==> config.mk <==
export PLATFORM = sky130hd
export DESIGN_NAME = eq_band_mixer
export DESIGN_NICKNAME = d
export VERILOG_FILES = /design/src/rtl/eq_band_mixer.sv
export SDC_FILE = /design/constraint.sdc
export NUM_CORES = 2
export LEC_CHECK = 0
export BUFFER_PORTS_ARGS = -buffer_cell sky130_fd_sc_hd__buf_2
export CAP_MARGIN = 10
export CORE_ASPECT_RATIO = 1.2
export CORE_UTILIZATION = 25
export CTS_CLUSTER_SIZE = 12
export DETAILED_ROUTE_END_ITERATION = 8
export PLACE_DENSITY = 0.49
export SLEW_MARGIN = 10
export SYNTH_ARGS = -nofsm -noshare
export SYNTH_HDL_FRONTEND = slang
export SYNTH_SLANG_ARGS = --single-unit
==> constraint.sdc <==
create_clock -name clk -period 11.38 [get_ports clk]
set_input_delay 1.138 -clock clk [delete_from_list [all_inputs] [get_ports clk]]
set_output_delay 1.138 -clock clk [all_outputs]
set_load 0.02 [all_outputs]
==> src/rtl/eq_band_mixer.sv <==
// rtl/eq_band_mixer.sv - N-band per-band gain, sum, shift and saturate mixer
//
// Optional feature macro: EQ_GAIN_RAMP_EN (per-sample gain ramping).
//
// Ports:
//   clk, rst          rising-edge clock, asynchronous active-high reset
//   cfg_valid/ready   gain write handshake; cfg_band selects band, cfg_level is new target
//   cfg_err           one-cycle pulse after a write to a band index >= NUM_BANDS
//   in_valid, in_data packed signed band samples, band 0 in the LSBs
//   out_valid         mixed sample valid, two cycles after in_valid
//   out_data, out_sat mixed saturated sample and its clip flag
//   settled           every current gain equals its target
module eq_band_mixer #(
    parameter int NUM_BANDS = 3,
    parameter int DATA_W    = 32,
    parameter int GAIN_W    = 8,
    parameter int SUM_SHIFT = 2,
    parameter int RAMP_STEP = 4,
    parameter int BAND_W    = (NUM_BANDS > 1) ? $clog2(NUM_BANDS) : 1
) (
    input  logic                        clk,
    input  logic                        rst,
    input  logic                        cfg_valid,
    output logic                        cfg_ready,
    input  logic [BAND_W-1:0]           cfg_band,
    input  logic [GAIN_W-1:0]           cfg_level,
    output logic                        cfg_err,
    input  logic                        in_valid,
    input  logic [NUM_BANDS*DATA_W-1:0] in_data,
    output logic                        out_valid,
    output logic [DATA_W-1:0]           out_data,
    output logic                        out_sat,
    output logic                        settled
);

    // Product width: signed sample times zero-extended gain never exceeds this.
    localparam int PW = DATA_W + GAIN_W + 1;
    // Sum width leaves headroom for NUM_BANDS full-scale products.
    localparam int SW = PW + $clog2(NUM_BANDS) + 1;

    localparam logic [GAIN_W-1:0]    UNITY   = {1'b1, {(GAIN_W-1){1'b0}}};
    localparam logic signed [SW-1:0] OUT_MAX = SW'({1'b0, {(DATA_W-1){1'b1}}});
    localparam logic signed [SW-1:0] OUT_MIN = ~OUT_MAX;

    logic [GAIN_W-1:0] target_q [NUM_BANDS];
    logic [GAIN_W-1:0] target_d [NUM_BANDS];
    logic [GAIN_W-1:0] cur_q    [NUM_BANDS];
    logic [GAIN_W-1:0] cur_d    [NUM_BANDS];
    logic              settled_d;

    logic cfg_hit;
    logic band_ok;

    assign cfg_hit = cfg_valid & cfg_ready;
    assign band_ok = int'(cfg_band) < NUM_BANDS;

`ifdef EQ_GAIN_RAMP_EN
    // Move c toward t by at most RAMP_STEP, landing exactly on t.
    function automatic logic [GAIN_W-1:0] ramp_toward(input logic [GAIN_W-1:0] c,
                                                      input logic [GAIN_W-1:0] t);
        logic [GAIN_W-1:0] step;
        step = GAIN_W'(RAMP_STEP);
        if (t > c)
            return ((t - c) > step) ? c + step : t;
        else if (c > t)
            return ((c - t) > step) ? c - step : t;
        else
            return c;
    endfunction
`endif

    // Gain register file next state. Ramping reads the pre-write target, so a
    // write coinciding with a beat only steers the following beats.
    always_comb begin
        settled_d = 1'b1;
        for (int b = 0; b < NUM_BANDS; b++) begin
            target_d[b] = target_q[b];
            cur_d[b]    = cur_q[b];
`ifdef EQ_GAIN_RAMP_EN
            if (in_valid)
                cur_d[b] = ramp_toward(cur_q[b], target_q[b]);
`else
            cur_d[b] = target_q[b];
`endif
            if (cfg_hit && band_ok && int'(cfg_band) == b)
                target_d[b] = cfg_level;
            if (cur_d[b] != target_d[b])
                settled_d = 1'b0;
        end
    end

    always_ff @(posedge clk or posedge rst) begin
        if (rst) begin
            cfg_ready <= 1'b0;
            cfg_err   <= 1'b0;
            settled   <= 1'b1;
            for (int b = 0; b < NUM_BANDS; b++) begin
                target_q[b] <= UNITY;
                cur_q[b]    <= UNITY;
            end
        end else begin
            cfg_ready <= 1'b1;
            cfg_err   <= cfg_hit & ~band_ok;
            settled   <= settled_d;
            for (int b = 0; b < NUM_BANDS; b++) begin
                target_q[b] <= target_d[b];
                cur_q[b]    <= cur_d[b];
            end
        end
    end

    // Stage 1: per-band gain products, already scaled back by the unity shift.
    logic signed [PW-1:0] smp_ext [NUM_BANDS];
    logic signed [PW-1:0] gain_ext[NUM_BANDS];
    logic signed [PW-1:0] prod_d  [NUM_BANDS];
    logic signed [PW-1:0] prod_q  [NUM_BANDS];
    logic                 v1_q;

    always_comb begin
        for (int b = 0; b < NUM_BANDS; b++) begin
            smp_ext[b]  = PW'($signed(in_data[b*DATA_W +: DATA_W]));
            gain_ext[b] = PW'({1'b0, cur_q[b]});
            prod_d[b]   = (smp_ext[b] * gain_ext[b]) >>> (GAIN_W - 1);
        end
    end

    always_ff @(posedge clk or posedge rst) begin
        if (rst) begin
            v1_q <= 1'b0;
            for (int b = 0; b < NUM_BANDS; b++)
                prod_q[b] <= '0;
        end else begin
            v1_q <= in_valid;
            if (in_valid) begin
                for (int b = 0; b < NUM_BANDS; b++)
                    prod_q[b] <= prod_d[b];
            end
        end
    end

    // Stage 2: full-precision sum, arithmetic shift, clip to the output range.
    logic signed [SW-1:0] sum;
    logic signed [SW-1:0] shifted;
    logic [DATA_W-1:0]    res_d;
    logic                 sat_d;

    always_comb begin
        sum = '0;
        for (int b = 0; b < NUM_BANDS; b++)
            sum = sum + SW'(prod_q[b]);
        shifted = sum >>> SUM_SHIFT;
        sat_d   = 1'b0;
        res_d   = shifted[DATA_W-1:0];
        if (shifted > OUT_MAX) begin
            sat_d = 1'b1;
            res_d = OUT_MAX[DATA_W-1:0];
        end else if (shifted < OUT_MIN) begin
            sat_d = 1'b1;
            res_d = OUT_MIN[DATA_W-1:0];
        end
    end

    always_ff @(posedge clk or posedge rst) begin
        if (rst) begin
            out_valid <= 1'b0;
            out_data  <= '0;
            out_sat   <= 1'b0;
        end else begin
            out_valid <= v1_q;
            out_sat   <= v1_q & sat_d;
            if (v1_q)
                out_data <= res_d;
        end
    end

endmodule
==> results_dict.tcl <==
set metrics [dict create \
    status "finished with violations" \
    violations "DRC" \
    cts_buffer_depth 2 \
    dieHeight_um 411 \
    drive_gt1_frac 0.0892 \
    finalSetupViolations 0 \
    first_pass_iters 7 \
    ys_ff_latch 188 \
    grt_pass1_vias 26500 \
    skew_ns 0.0198 \
    drt_iter0_drc 1026 \
    synth_ff_type "dfrtp_1" \
    hold_depth 0 \
    hpwl_mm 75.9 \
    routedWlPerCell_um 16.0 \
    cp_slowest_stage_delay_ns 1.06 \
    synth_edf_count 0 \
    rsz0062_at_grt "false" \
    grtUsageTotal 0.131 \
    synth_area_leaders "fa_1 36%, dfrtp_1 13%, ha_1 9.6%" \
    drc_errors 1 \
    portBuffers 146 \
    cts_made_buffers 17 \
    fin_ws_ns 5.24 \
    grt_max_degree 80 \
    crit_end "prod_q[107]$_DFFE_PP0P_" \
    crit_arrival_ns 6.50 \
    row_count 149 \
    syn_nets 4703 \
    crit_fanout 32 \
    post_cts_buffers 0 \
    routed_via_density 4.38 \
    cts_max_level 4 \
    wl_mm 89.6 \
    cts.clk_slew.worst_paths_ns 0.07 \
    synth_cell_types 89 \
    worst-setup-path-type "flip-flop to flip-flop" \
    clk_latency_ns 0.49 \
    critPathCaptureType "flip-flop" \
    r2r_end "prod_q[107]$_DFFE_PP0P_" \
    fin_util 0.277 \
    slew_viol_final 0 \
    die_w_um 343 \
    hold_violations 0 \
    grt_pass1_wl_mm 145 \
    crit_path_top_delay_cell "dfrtp_1" \
    nFillCells 14800 \
    gp_congestion 0.837 \
    finalCritPeriodShare 0.539 \
    synth_common_cells "803 x inv_1, 625 x fa_1, 471 x and2_1" \
    syn_avg_cell_area_sq_um 9.42 \
    min_path_type "flip-flop to flip-flop" \
    regToRegSetupSlack_ns 5.24 \
    path_common_cell "fa_1" \
    worst_pin_slew_ns 1.11 \
    maxCapViolCount 0 \
    holdBufCountCts 0 \
    root_buffer "clkbuf_16" \
    die_area_sq_um 141000 \
    pre_cts_ws_ns 4.86 \
    worstPathRequired_ns 11.75 \
    r2r-start "cur_q[21]$_DFF_PP0_" \
    syn_area_sq_um 34900 \
    area_delta_synth_final_pct 9.59 \
    vias 24600 \
    tns_ns 0 \
    post_cts_resized 0 \
    synth_seq_area_share 0.135 \
    pin_count 147 \
    antenna_found_initial 15 \
    async_flop_share 1.00 \
    ys_warn_count 0 \
    synth.most_common_cell "inv_1" \
    max_freq_mhz 163 \
    worstSetupStartpoint "cur_q[21]$_DFF_PP0_" \
    nets 4781 \
    cts_sinks 188 \
    yosysTopAreaCell "fa_1" \
    antenna_left 0 \
    fin_crit_ns 6.14 \
    overflow 0 \
    critPathLaunchType "flip-flop" \
    path_cells "and2_1, fa_1, fa_1, inv_1, fa_1, inv_1, fa_1, ha_1, o21a_1, o21ai_0, a22oi_2, a221oi_4, a21oi_2, a221oi_4, o21ai_0, xnor2_1, mux2_2" \
    reg2regPathDepth 17 \
    slew-limit-headroom 0.261 \
    yosysTopAreaCellShare 0.359 \
    core_area_sq_um 138000 \
    cts_tree "built" \
    start_util 0.253 \
    synth_cells 3700 \
]
[worst min-delay path by stage]
stage	slack [ns]	end	startpoint
floorplan	0.35	cur_q[22]$_DFF_PP0_	cur_d[22]$_DFF_PP0_
global placement	0.37	cur_q[7]$_DFF_PP1_	cur_d[7]$_DFF_PP1_
detailed placement	0.37	cur_q[7]$_DFF_PP1_	cur_d[7]$_DFF_PP1_
CTS	0.38	cur_q[7]$_DFF_PP1_	cur_d[7]$_DFF_PP1_
global route	0.39	cur_q[7]$_DFF_PP1_	cur_d[7]$_DFF_PP1_
finish	0.38	cur_q[7]$_DFF_PP1_	cur_d[7]$_DFF_PP1_
[flip-flops by register name (all words and copies together) (netlist names)]
| signal | cells |
|---|---|
| cfg_ready | 1 |
| v1_q | 1 |
| cfg_err | 1 |
| out_data | 32 |
| cur_d | 24 |
| out_valid | 1 |
| cur_q | 24 |
| out_sat | 1 |
| settled | 1 |
| prod_q | 102 |
[per-layer routing]
metal	vias to the layer above	GRT usage	wire [um]
li1	11600	-	-
met4	16	0.0281	1720
met5	-	0	95
met1	12500	0.163	38700
met3	96	0.0160	2730
met2	326	0.240	46300
[area by class of cell]
| type | instances | area, sq um | area share |
|---|---|---|---|
| Tap cell | 1812 | 2270 | 0.0593 |
| Multi-Input combinational cell | 2599 | 26700 | 0.699 |
| Clock buffer | 18 | 429 | 0.0112 |
| Inverter | 803 | 3020 | 0.0791 |
| Timing Repair Buffer | 169 | 906 | 0.0237 |
| Clock inverter | 14 | 174 | 0.00455 |
| Antenna cell | 1 | 2.50 | 0.0000655 |
| Sequential cell | 188 | 4710 | 0.123 |
[worst max-delay path: cells and delay by family, from the launching register on]
| kind | cells | cell delay [ns] |
|---|---|---|
| AOI/OAI and AO/OA | 7 | 1.82 |
| xor gates and xnor gates | 1 | 0.18 |
| adders and majority gates | 5 | 2.32 |
| buffers and inverters | 2 | 0.10 |
| DFF | 1 | 1.06 |
| muxes | 1 | 0.26 |
| and+or+nand+nor | 1 | 0.27 |
[layout by cell type, fill, tap and decap left out, drive strengths merged, types with 12 or more instances in the layout]
cell type / Yosys / routed
a21o: 59 / 59
a21oi: 109 / 109
a221o: 30 / 30
a221oi: 15 / 15
a31oi: 19 / 19
and2: 471 / 471
and3: 17 / 17
buf: 11 / 169
clkbuf: 99 / 18
dfrtp: 181 / 181
fa: 625 / 625
ha: 268 / 268
inv: 803 / 809
mux2: 94 / 94
nand2: 374 / 374
nand3: 19 / 19
nand4: 16 / 16
nor2: 70 / 70
nor2b: 12 / 12
nor3: 23 / 23
o21a: 23 / 23
o21ai: 61 / 61
o21bai: 16 / 16
xnor2: 96 / 96
xor2: 46 / 46
[kinds of logic (layout without fill, tap and decap cells)]
family                     after synthesis  count (layout)  share of synthesized area
AOI/OAI and AO/OA                      423             423                     0.0876
xor gates and xnor gates               142             142                     0.0362
adders and majority gates              893             893                      0.455
buffers and inverters                  913            1004                     0.0993
DFF                                    188             188                      0.135
muxes                                   95              95                     0.0306
other                                    1               2                   0.000108
and+or+nand+nor                       1045            1045                      0.156
[per-stage QoR]
step / area (sq um) / cells / hold slack (ns)
after floorplan: 34900 / 3700 / 0.354
after global placement: 37600 / 5571 / 0.373
after detailed placement: 37600 / 5571 / 0.371
after CTS: 38200 / 5603 / 0.383
after global routing: 38200 / 5604 / 0.389
final: 38200 / 5604 / 0.383
Power is left out: the tool's default activity adds up to more than one toggle a clock period on the data nets, which glitch-free logic cannot reach.
